`src/rtl/uart_komut_surucu.sv`:
```
// Core-side UART driver: TX FIFO issuing one send command per byte, RX FIFO capturing
// received-byte pulses. Define UART_SURUCU_HATA_SAYAC_EN to add the dropped-byte counter hata_sayisi.
module uart_komut_surucu #(
  parameter int TX_DERINLIK = 8,
  parameter int RX_DERINLIK = 8,
  parameter int SAYI_W      = 4
) (
  input  logic              clk_g,
  input  logic              rst_g,
  input  logic [7:0]        gon_veri,
  input  logic              gon_gecerli,
  output logic              gon_hazir,
  output logic [7:0]        al_veri,
  output logic              al_gecerli,
  input  logic              al_hazir,
  output logic [31:0]       komut,
  output logic              komut_gecerli,
  input  logic              komut_hazir,
  input  logic [31:0]       veri,
  input  logic              veri_gecerli,
  output logic              veri_hazir,
  output logic [SAYI_W-1:0] tx_sayi,
  output logic [SAYI_W-1:0] rx_sayi,
  output logic              tasma,
  input  logic              tasma_temizle
`ifdef UART_SURUCU_HATA_SAYAC_EN
  ,
  output logic [7:0]        hata_sayisi
`endif
);
  localparam int TX_AW = $clog2(TX_DERINLIK);
  localparam int RX_AW = $clog2(RX_DERINLIK);

  logic [7:0]        r_tx_mem [TX_DERINLIK];
  logic [TX_AW-1:0]  r_tx_yaz, r_tx_oku;
  logic [SAYI_W-1:0] r_tx_sayi;
  logic [7:0]        r_rx_mem [RX_DERINLIK];
  logic [RX_AW-1:0]  r_rx_yaz, r_rx_oku;
  logic [SAYI_W-1:0] r_rx_sayi;
  logic              r_tasma;

  logic w_tx_dolu, w_tx_it, w_tx_cek;
  logic w_rx_dolu, w_rx_yaz, w_rx_cek, w_rx_dus;
  logic w_unused_veri;

  // Upper bytes of the peripheral data word carry nothing for this driver.
  assign w_unused_veri = ^veri[31:8];

  // ---------------- TX ----------------
  assign w_tx_dolu     = (r_tx_sayi == SAYI_W'(TX_DERINLIK));
  assign gon_hazir     = !w_tx_dolu;
  assign komut_gecerli = (r_tx_sayi != '0);
  assign w_tx_it       = gon_gecerli && gon_hazir;
  assign w_tx_cek      = komut_gecerli && komut_hazir;
  assign komut         = komut_gecerli ? {r_tx_mem[r_tx_oku], 21'b0, 3'b000} : 32'h0;
  assign tx_sayi       = r_tx_sayi;

  always_ff @(posedge clk_g) begin
    if (w_tx_it) r_tx_mem[r_tx_yaz] <= gon_veri;
  end

  always_ff @(posedge clk_g or negedge rst_g) begin
    if (!rst_g) begin
      r_tx_yaz  <= '0;
      r_tx_oku  <= '0;
      r_tx_sayi <= '0;
    end else begin
      if (w_tx_it)  r_tx_yaz <= r_tx_yaz + 1'b1;
      if (w_tx_cek) r_tx_oku <= r_tx_oku + 1'b1;
      case ({w_tx_it, w_tx_cek})
        2'b10:   r_tx_sayi <= r_tx_sayi + 1'b1;
        2'b01:   r_tx_sayi <= r_tx_sayi - 1'b1;
        default: r_tx_sayi <= r_tx_sayi;
      endcase
    end
  end

  // ---------------- RX ----------------
  // A full FIFO still takes a byte when the core pops in the same cycle.
  assign w_rx_dolu  = (r_rx_sayi == SAYI_W'(RX_DERINLIK));
  assign veri_hazir = !w_rx_dolu;
  assign al_gecerli = (r_rx_sayi != '0);
  assign w_rx_cek   = al_gecerli && al_hazir;
  assign w_rx_yaz   = veri_gecerli && (!w_rx_dolu || w_rx_cek);
  assign w_rx_dus   = veri_gecerli && w_rx_dolu && !w_rx_cek;
  assign al_veri    = al_gecerli ? r_rx_mem[r_rx_oku] : 8'h00;
  assign rx_sayi    = r_rx_sayi;
  assign tasma      = r_tasma;

  always_ff @(posedge clk_g) begin
    if (w_rx_yaz) r_rx_mem[r_rx_yaz] <= veri[7:0];
  end

  always_ff @(posedge clk_g or negedge rst_g) begin
    if (!rst_g) begin
      r_rx_yaz  <= '0;
      r_rx_oku  <= '0;
      r_rx_sayi <= '0;
      r_tasma   <= 1'b0;
    end else begin
      if (w_rx_yaz) r_rx_yaz <= r_rx_yaz + 1'b1;
      if (w_rx_cek) r_rx_oku <= r_rx_oku + 1'b1;
      case ({w_rx_yaz, w_rx_cek})
        2'b10:   r_rx_sayi <= r_rx_sayi + 1'b1;
        2'b01:   r_rx_sayi <= r_rx_sayi - 1'b1;
        default: r_rx_sayi <= r_rx_sayi;
      endcase
      if (w_rx_dus)           r_tasma <= 1'b1;
      else if (tasma_temizle) r_tasma <= 1'b0;
    end
  end

`ifdef UART_SURUCU_HATA_SAYAC_EN
  logic [7:0] r_hata;
  assign hata_sayisi = r_hata;

  // A drop in the clearing cycle still counts; the counter holds at 8'hFF.
  always_ff @(posedge clk_g or negedge rst_g) begin
    if (!rst_g)             r_hata <= 8'h00;
    else if (w_rx_dus)      r_hata <= (r_hata == 8'hFF) ? 8'hFF : r_hata + 8'h01;
    else if (tasma_temizle) r_hata <= 8'h00;
  end
`endif

endmodule
```
`config.mk`:
```
export PLATFORM = sky130hd
export DESIGN_NAME = uart_komut_surucu
export DESIGN_NICKNAME = d
export VERILOG_FILES = /design/src/rtl/uart_komut_surucu.sv
export SDC_FILE = /design/constraint.sdc
export NUM_CORES = 1
export LEC_CHECK = 0
export BUFFER_PORTS_ARGS = -buffer_cell sky130_fd_sc_hd__clkbuf_2
export CAP_MARGIN = 20
export CORE_ASPECT_RATIO = 0.5
export CORE_MARGIN = 2
export CORE_UTILIZATION = 51
export DETAILED_ROUTE_END_ITERATION = 8
export PLACE_DENSITY = 0.73
export SYNTH_ARGS = -nofsm -noshare
export SYNTH_HDL_FRONTEND = slang
export SYNTH_SLANG_ARGS = --single-unit
```
`constraint.sdc`:
```
create_clock -name clk_g -period 2.4 [get_ports clk_g]
set_input_delay 0.36 -clock clk_g [delete_from_list [all_inputs] [get_ports clk_g]]
set_output_delay 0.36 -clock clk_g [all_outputs]
set_load 0.03 [all_outputs]
```
==> results by group <==
Setup path
  – Crit-path cells: buf_12 -> mux4_2 -> mux2i_1 -> nor2_1 -> clkbuf_2
  – Worst-path fanout max: 18
  – CP max stage delay: 520 ps
  – Crit end category: output pin
  – Critical Path RT: around 2000 ps
  – Critical path class: reg -> out
  – Slowest CP cell: mux4_2
  – Kind of cell adding the most delay to the critical path: multiplexers
  – Worst setup SP type: register
  – FF-to-FF Start: rx_sayi[2]$_DFFE_PN0P_
  – Crit path from: r_tx_oku[0]$_DFFE_PN0P_
  – WP data arrival: roughly 1900 ps
  – Worst R2R Setup Slack: approximately 180 ps
  – CP bufs+invs: 2

Placed design
  – Gp weighted congestion: 0.740
  – Dpl hpwl: approximately 7000 um
  – Port Buffers: between 50 and 60
  – Pre-CTS setup slack: between 150 and 200 ps

Floorplanning
  – Core area: 12000 um2
  – DIE HEIGHT: a little over 80 um
  – Initial Utilization: 0.532
  – # rows: 28
  – Die Wd: between 150 and 200 um
  – # IOs: 100
  – Die area: 13500 um2

Timing
  – Layout Skew: around 12 ps
  – Min setup slack post-route: between 100 and 150 ps
  – Setup TNS: 0 ps
  – Worst-Margin Slew: slightly above 600 ps
  – Hold_ws: around 140 ps
  – Max frequency: about 440 MHz
  – Final Hold Fails: 0
  – Minimum clock period: around 2300 ps
  – RSZ-0062 raised after global routing: no
  – Post-route clock period utilization: 0.958
  – Final setup fails: 0
  – Slew Viols, Final: 0
  – Max-slew headroom: 0.590

Layout
  – Util after Layout: 0.630
  – # fillers: 850
  – Layout cell share with drive strength beyond 1: 0.367
  – Synth-to-layout area growth: 18.4%
  – Nets: about 510
  – ANT cells: 0

Route
  – Via density: roughly 5.4
  – Vias: about 3400
  – First-pass DRT Iterations: 6
  – DRC: 0
  – Post-route ant nets: 0
  – Post-DR wirelength/cell: 18.2 um
  – Starting DRT DRC Count: between 200 and 300
  – Final WL: ~11000 um

Synthesis
  – Post-synthesis cell type count: 43
  – Post-synth top area share: 0.601
  – Synthesized instance count: around 370
  – Largest area contributor in the netlist: edfxtp_1
  – Syn_area_per_cell: 17.1 um2
  – FFs w/ async S/R, synth: 0.141
  – Primary FF master, synth: edfxtp_1
  – Sequential area share after synthesis: 0.683
  – Synthesized flop and latch total: 149
  – Synthesized area: ~6400 um2
  – Synthesis Warnings: 0
  – Post-synth EDFFs: ~130
  – Area contributors post-synth: edfxtp_1, mux4_2, dfrtp_1, buf_4, mux2i_1

CTS
  – Clock sink count: approximately 150
  – Clk slew on worst S/H paths: ~60 ps
  – Post-CTS Setup Repair Bufs: 0
  – CTS H-tree depth: 4
  – CTS Buf Count: 17
  – TritonCTS clock tree: yes
  – Maximum root-to-sink buffer count: 2
  – Root buffer selected by CTS: clkbuf_16
  – Clk Latency, worst-skew pair: between 400 and 500 ps

GRT
  – Largest net degree at the start of global routing: 22
  – First-pass GRT wire length: between 15000 and 20000 um
  – Vias in the first global route: 3373
  – Initial antenna violation count: 0
  – GRT Resource Usage Total: 0.181
  – Total grt overflow: 0

Status
  – Status: completed

Power and ir drop
  – IR drop worst, VDD: about 0.67 mV
  – Power per cell area: about 1300 nW/um2
  – Leakage: 2.77 nW

Min path
  – Hold Crit Class: in -> reg
  – Worst Hold Launch: tasma_temizle

Run
  – Max-Cap Viols: 0
[repair_timing]
item                                    CTS  global route
hold buffers                              1             0
resized for setup                         1             0
endpoints found under the setup margin    8             0
endpoints found under the hold margin    21             0
[through the flow]
step | cell area, um2 | power, W | instances
finish | 7570 | 0.0100 | 628
global route | 7570 | 0.0105 | 628
detailed placement | 6960 | 0.00738 | 596
CTS | 7570 | 0.0101 | 628
global placement | 6960 | 0.00731 | 596
floorplan | 6540 | 0.00641 | 396
[cell families after synthesis]
kind of cell,after synthesis,share of synthesized area
DFF,149,0.683
and+or+nand+nor,73,0.0589
muxes,56,0.152
buffers and inverters,51,0.0487
AOI/OAI and AO/OA,21,0.0211
xor gates and xnor gates,14,0.0192
adders and majority gates,8,0.0157
other,1,0.000587
[synthesized netlist by cell type, types with 2 or more instances]
master,instances
edfxtp_1,128
buf_2,9
nand3_1,4
nor4_1,3
buf_6,2
nor4b_1,2
nand2_1,13
a31oi_1,3
nor3b_1,3
dfrtp_1,21
buf_4,25
mux2_2,6
xor2_1,7
mux4_2,32
inv_2,2
mux2i_1,17
nand2b_1,3
o221ai_1,2
a21oi_1,7
buf_1,4
inv_1,3
nor3_1,12
clkbuf_1,6
xnor2_1,7
nor2_1,24
o21ai_0,4
ha_1,8
[registers in the layout, indices dropped and copies added (netlist names)]
signal,count
r_tx_oku,3
r_rx_mem,64
r_tx_mem,64
r_rx_yaz,3
rx_sayi,4
r_rx_oku,3
tx_sayi,4
r_tx_yaz,3
tasma,1
[metal layers]
metal  GRT usage  part of all wire  up-vias  wire length (um)
met5           0                 0        -                 0
met2       0.302              0.50      106              5760
li1            -                 -     1553                 -
met3      0.0440             0.040       12               456
met1       0.236              0.45     1722              5150
met4      0.0611            0.0068        0                78
[cells in the final DEF (no fill, tap or decap), types with 7 or more instances in the layout]
cell type  count
edfxtp_1     128
clkbuf_2      51
mux4_2        32
buf_4         28
nor2_1        24
conb_1        24
mux2i_1       17
clkbuf_16     17
dfrtp_1       17
nand2_1       13
nor3_1        12
xor2_1         7
xnor2_1        7
[worst paths after layout]
| kind | depth (start not counted) | endpoint |
|---|---|---|
| max | 5 | komut[30] |
| min | 2 | tasma$_DFFE_PN0P_ |
| max reg2reg | 11 | rx_sayi[2]$_DFFE_PN0P_ |
| min reg2reg | 2 | tasma$_DFFE_PN0P_ |
| max in group asynchronous | 2 | tx_sayi[1]$_DFFE_PN0P_ |
| min in group asynchronous | 2 | r_rx_yaz[0]$_DFFE_PN0P_ |
[report_power, final]
part	total (W)	internal, W	switching (W)
Combinational	0.00352	0.00154	0.00198
Clock	0.00269	0.00164	0.00105
Sequential	0.00379	0.00332	0.000468
[area by class of cell]
type | count | area, um2 | area share
sequential | 149 | 4370 | 0.578
multi-input combinational | 196 | 1850 | 0.245
timing repair buffer | 82 | 515 | 0.0681
clock buffer | 17 | 425 | 0.0562
tap | 165 | 206 | 0.0273
clock inverter | 14 | 175 | 0.0231
inverter | 5 | 21.3 | 0.00281
[worst register-to-register path: cells and delay by family (launching register included)]
family | cells | cell delay, ps
flip-flops | 1 | 370
multiplexers | 1 | 290
AND/OR/NAND/NOR | 5 | 810
adder cells (fa/ha/maj) | 1 | 210
buffers and inverters | 1 | 70
AO/OA/AOI/OAI | 2 | 230
XOR/XNOR | 1 | 150
(Power assumes the default switching activity.)
